--- src/rtl/fib_bcd_reader.sv ---
// fib_bcd_reader: sequential binary-to-BCD readout for the Fibonacci result
// register. A start request captures bin_i, then double-dabble runs one bit
// per clock (add 3 to every nibble >= 5, then shift {scratch, shift} left).
// All state changes on the falling edge of clk_i, like the datapath registers.
//
// Optional feature macro: FIB_BCD_BLANK_EN (leading-zero blank flags).
//
// Ports:
//   clk_i    clock, active on the falling edge
//   clr_n_i  asynchronous active-low reset
//   start_i  conversion request, only honoured while idle
//   bin_i    binary value, sampled only at the capture edge
//   busy_o   high while a conversion is in progress
//   done_o   one-cycle pulse when bcd_o/blank_o update
//   bcd_o    packed BCD, most significant digit in the top nibble
//   blank_o  leading-zero flags, bit i for nibble i (all zero without the macro)

module fib_bcd_add3 (
  input  logic [3:0] nib_i,
  output logic [3:0] nib_o
);
  // nibble <= 9 on entry, so +3 never exceeds 12 and needs no carry out
  assign nib_o = (nib_i >= 4'd5) ? nib_i + 4'd3 : nib_i;
endmodule

module fib_bcd_reader #(
  parameter int W      = 12,
  parameter int DIGITS = 4
) (
  input  logic                  clk_i,
  input  logic                  clr_n_i,
  input  logic                  start_i,
  input  logic [W-1:0]          bin_i,
  output logic                  busy_o,
  output logic                  done_o,
  output logic [4*DIGITS-1:0]   bcd_o,
  output logic [DIGITS-1:0]     blank_o
);
  localparam int BW = 4*DIGITS;
  localparam int CW = (W > 1) ? $clog2(W) : 1;

  typedef enum logic {IDLE, CONV} state_e;

  state_e          state_q;
  logic [CW-1:0]   cnt_q;
  logic [W-1:0]    sh_q;
  logic [BW-1:0]   scr_q;
  logic            busy_q;
  logic            done_q;
  logic [BW-1:0]   bcd_q;

  logic [BW-1:0]   adj;
  logic [BW-1:0]   scr_d;
  logic [W-1:0]    sh_d;

  // per-digit add-3 correction
  for (genvar g = 0; g < DIGITS; g++) begin : g_dig
    fib_bcd_add3 u_add3 (.nib_i(scr_q[4*g +: 4]), .nib_o(adj[4*g +: 4]));
  end

  // one double-dabble step: next MSB of the shift register enters the scratch
  assign {scr_d, sh_d} = {adj, sh_q} << 1;

`ifdef FIB_BCD_BLANK_EN
  logic [DIGITS-1:0] blank_q;
  logic [DIGITS-1:0] blank_d;
  logic              hz;

  // walk down from the top digit; a digit blanks while everything above and
  // itself is zero. Digit 0 is never blanked so a value of 0 shows "0".
  always_comb begin
    blank_d = '0;
    hz      = 1'b1;
    for (int i = DIGITS-1; i >= 1; i--) begin
      hz         = hz & (scr_d[4*i +: 4] == 4'd0);
      blank_d[i] = hz;
    end
  end

  assign blank_o = blank_q;
`else
  assign blank_o = '0;
`endif

  always_ff @(negedge clk_i or negedge clr_n_i) begin
    if (!clr_n_i) begin
      state_q <= IDLE;
      cnt_q   <= '0;
      sh_q    <= '0;
      scr_q   <= '0;
      busy_q  <= 1'b0;
      done_q  <= 1'b0;
      bcd_q   <= '0;
`ifdef FIB_BCD_BLANK_EN
      blank_q <= {{(DIGITS-1){1'b1}}, 1'b0};
`endif
    end else begin
      done_q <= 1'b0;
      case (state_q)
        IDLE: begin
          if (start_i) begin
            sh_q    <= bin_i;
            scr_q   <= '0;
            cnt_q   <= '0;
            busy_q  <= 1'b1;
            state_q <= CONV;
          end
        end
        CONV: begin
          sh_q  <= sh_d;
          scr_q <= scr_d;
          cnt_q <= cnt_q + 1'b1;
          // last bit shifted in this edge: publish and drop busy
          if (cnt_q == CW'(W-1)) begin
            bcd_q   <= scr_d;
            done_q  <= 1'b1;
            busy_q  <= 1'b0;
            state_q <= IDLE;
`ifdef FIB_BCD_BLANK_EN
            blank_q <= blank_d;
`endif
          end
        end
        default: state_q <= IDLE;
      endcase
    end
  end

  assign busy_o = busy_q;
  assign done_o = done_q;
  assign bcd_o  = bcd_q;

endmodule

--- config.mk ---
export PLATFORM = sky130hd
export DESIGN_NAME = fib_bcd_reader
export DESIGN_NICKNAME = d
export VERILOG_FILES = /design/src/rtl/fib_bcd_reader.sv
export SDC_FILE = /design/constraint.sdc
export NUM_CORES = 1
export LEC_CHECK = 0
export CAP_MARGIN = 20
export CORE_ASPECT_RATIO = 0.6
export CORE_UTILIZATION = 50
export DETAILED_ROUTE_END_ITERATION = 8
export PLACE_DENSITY = 0.72
export REMOVE_ABC_BUFFERS = 1
export SLEW_MARGIN = 30
export SYNTH_ARGS = -nofsm -noshare
export SYNTH_HDL_FRONTEND = slang
export SYNTH_SLANG_ARGS = --single-unit
--- constraint.sdc ---
create_clock -name clk_i -period 1.65 [get_ports clk_i]
set_input_delay 0.2475 -clock clk_i [delete_from_list [all_inputs] [get_ports clk_i]]
set_output_delay 0.2475 -clock clk_i [all_outputs]
set_load 0.05 [all_outputs]
After elaboration in Yosys (flattened, before gate mapping) --
Index checks and enable logic that the tools add are counted.
Cells by class: $add $sub $neg 5, magnitude comparators 4, eq/ne operators 3, muxes and demuxes 18, bitwise operators 1, reductions and logical operators 2
Operators with widths (number):
- 16-bit case mux with 2 select lines | 1
- 12-bit case mux with 2 select lines | 1
- 4-bit by 3-bit >= comparator with 1-bit output (second input constant) | 4
- 16-bit 2-to-1 mux | 1
- 4-bit 2-to-1 mux | 4
- 4-bit by 2-bit adder with 4-bit output (second input constant) | 3
- 12-bit 2-to-1 mux | 1
- 4-bit case mux with 2 select lines | 1
- 1-bit 2-to-1 mux | 6
- 4-bit by 1-bit adder with 4-bit output (second input constant) | 1
- 4-bit equality test (second input constant) | 1
- 1-bit case mux with 2 select lines | 2
- 2-bit AND reduction | 2
- 3-bit by 2-bit adder with 3-bit output (second input constant) | 1
- 3-bit 2-to-1 mux | 1
- 2-bit by 1-bit inequality test with 1-bit output (second input constant) | 1
- 2-bit inequality test (second input constant) | 1
- 1-bit NOT | 1
Word-level totals: bits in registers 51, word-level logic and storage cells 40

Longest topological paths before layout --
word-level depth 3, mapped depth 6, mapped depth without buffers 6

Hierarchy --
Synthesis repeated with hierarchy kept, for this count alone.
Unflattened totals: cells, all modules 215, area, all modules 2478.6 um^2
By module, submodules not included:
- fib_bcd_reader | instances 1, cells an instance 151, area an instance 2073.2 um^2, seq. area each 1276.2 um^2
- fib_bcd_add3 | instances 4, cells an instance 16, area an instance 101.3 um^2, seq. area each 0.0 um^2

==> metrics <==
outcome finished, violations left; failing checks setup timing; Synth Cell Area 0.00240 mm2; worst hold margin 0.434 ns; HPWL after DPL 3400 um; clock root buffer master clkbuf_8; Clock Latency Late Sink 0.30 ns; yosys warns 0; GPL Wtd Cong 0.780; Die Span Y 55.7 um; mean routed wirelength per cell 14.0 um; vias per cell 5.18; CP endpoint kind primary output; fin. max-slew vios 0; # setup viols final 18; Area Growth Syn to Fin 30.2%; max capacitance violation total 0; number of nets in the layout 295; Clock Sink Count 51; critical-path cell list buf_12; ys flop type dfrtn_1; vias in the first global route 1640; maximum number of pins on one net before global-route repair 33; post-CTS setup buffer count 0; Core Box Area 0.00459 mm2; setup tns final -5.87 ns; sequential area share after synthesis 53.1%; Core Rows 19; dpl cells 326; Initial Utilization 52.4%; ratio of cells with drive above 1 in the final layout 19.9%; Clk pin slew, worst setup/hold paths 0.06 ns; fill cell count 345; most frequent cells in the layout dfrtn_1, nand2_1, o21ai_0; Yosys cell types 31; first-iteration detailed-routing DRC count 82; most common library cell in the layout ignoring fill and taps dfrtn_1; Hold Crit Class flop to flop; VDD IR max 1.23 mV; cts bufs inserted 5; Worst path slowest cell dfrtn_1; DRT Pass-1 Iters 4; Max clock buf depth 2; initial antenna violation count 0; fin util 68.2%; total die area 0.00510 mm2; ant diodes 0; Lkg Pwr 1.43 nW; met3 Usage GRT 4.64%; WP data arrival 1.75 ns; Worst Slack Setup Final -0.344 ns; kind of critical path flop to primary output; DRT Wirelength 4710 um; DRC 0; I/O pins 37; FF+latch count, synth 51; CTS tree yes; pwr/cell area 2110 mW/mm2; worst-path fanout max 2; syn avg cell area 10.3 um2; ys async rst share 100%; Via Count 1736; Post-synth EDFFs 0; die width 91.5 um; CTS H-tree lvls 2; met2 Resource Use GR 26.9%; CP bufs+invs 1; grt ovf 0; RSZ-0062 raised after global routing true; CP required 1.40 ns; final setup skew 0.00398 ns; met1 Use GR 33.3%; Power Total 6.62 mW; first-pass GRT wire length 8100 um; port buffer count 32; total track usage 20.5%; Syn Inst Count 233; final hold violation count 0; CP delay by family, top flip-flops; CP startpoint kind flop; post-detailed-route count of antenna-violating nets 0; CP max stage delay 0.47 ns; Non-Filler Instances 335; global route hottest layer met1
## power breakdown
part | total (mW) | switching [mW] | internal (mW)
clock | 0.773 | 0.390 | 0.383
sequential | 2.35 | 0.518 | 1.84
combinational | 3.49 | 1.83 | 1.66
total | 6.62 | 2.73 | 3.88
## stage by stage
stage	setup slack (ns)	instance area, um2
3_5_place_dp	-0.684	3010
4_1_cts	-0.358	3120
3_3_place_gp	-0.602	3010
6_report	-0.344	3130
5_1_grt	-0.381	3130
2_1_floorplan	-0.265	2330
## cells by family after synthesis
logic type	after synthesis	synth area share, %
AO/OA/AOI/OAI	58	13.8
XOR/XNOR	6	2.19
adder cells (fa/ha/maj)	9	4.69
buffers and inverters	27	5.21
flip-flops	51	53.1
multiplexers	19	8.54
other	1	0.156
AND/OR/NAND/NOR	62	12.3
## repair_timing
| item | CTS | global route |
|---|---|---|
| endpoints found under the setup margin | 51 | 22 |
| resized for setup | 6 | 3 |
| pin swaps | 0 | 1 |
| hold buffers | 0 | 0 |
| cloned | 1 | 0 |
## path summary, 6_finish.rpt
check / from / end / slack, ns / cells past startpoint
min: sh_q[10]$_DFFE_NN0P_ / sh_q[11]$_DFFE_NN0P_ / 0.43 / 2
min in group asynchronous: clr_n_i / sh_q[5]$_DFFE_NN0P_ / 0.54 / 1
max in group asynchronous: clr_n_i / scr_q[1]$_DFFE_NN0P_ / 0.67 / 2
max: bcd_o[2]$_DFFE_NN0P_ / bcd_o[2] / -0.34 / 1
min reg2reg: sh_q[10]$_DFFE_NN0P_ / sh_q[11]$_DFFE_NN0P_ / 0.43 / 2
max reg2reg: scr_q[0]$_DFFE_NN0P_ / bcd_o[2]$_DFFE_NN0P_ / 0.07 / 6
## cells in the mapped netlist, drive strengths merged (5+ instances only)
| cell | n | share of area, % |
|---|---|---|
| dfrtn | 51 | 53 |
| nand2 | 40 | 6.2 |
| o21ai | 28 | 5.8 |
| mux2i | 13 | 5.4 |
| a21oi | 12 | 2.8 |
| buf | 12 | 2.9 |
| o22ai | 12 | 3.1 |
| inv | 11 | 1.7 |
| ha | 9 | 4.7 |
| nor3b | 7 | 2.2 |
| mux2 | 6 | 3.1 |
| nor2 | 5 | 0.78 |
| xnor2 | 5 | 1.8 |
## area by class of cell
type                            count  area [um2]  share of cell area [%]
Multi-Input combinational cell    158        1020                    32.7
Clock buffer                        8         100                    3.20
Timing Repair Buffer               44         609                    19.5
Inverter                           11        41.3                    1.32
Tap cell                           63        78.8                    2.52
Sequential cell                    51        1280                    40.8
## flip-flops by register name, indices dropped and copies added, names as in the netlist
name and flops:
state_q 1, cnt_q 4, sh_q 12, busy_o 1, bcd_o 16, done_o 1, scr_q 16
## layer usage
metal / up-vias / routed length, um
met5: - / 0
met4: 0 / 15
met3: 2 / 201
met2: 43 / 1960
met1: 825 / 2530
li1: 866 / -
Note: power is estimated with default switching activity, not from simulation.
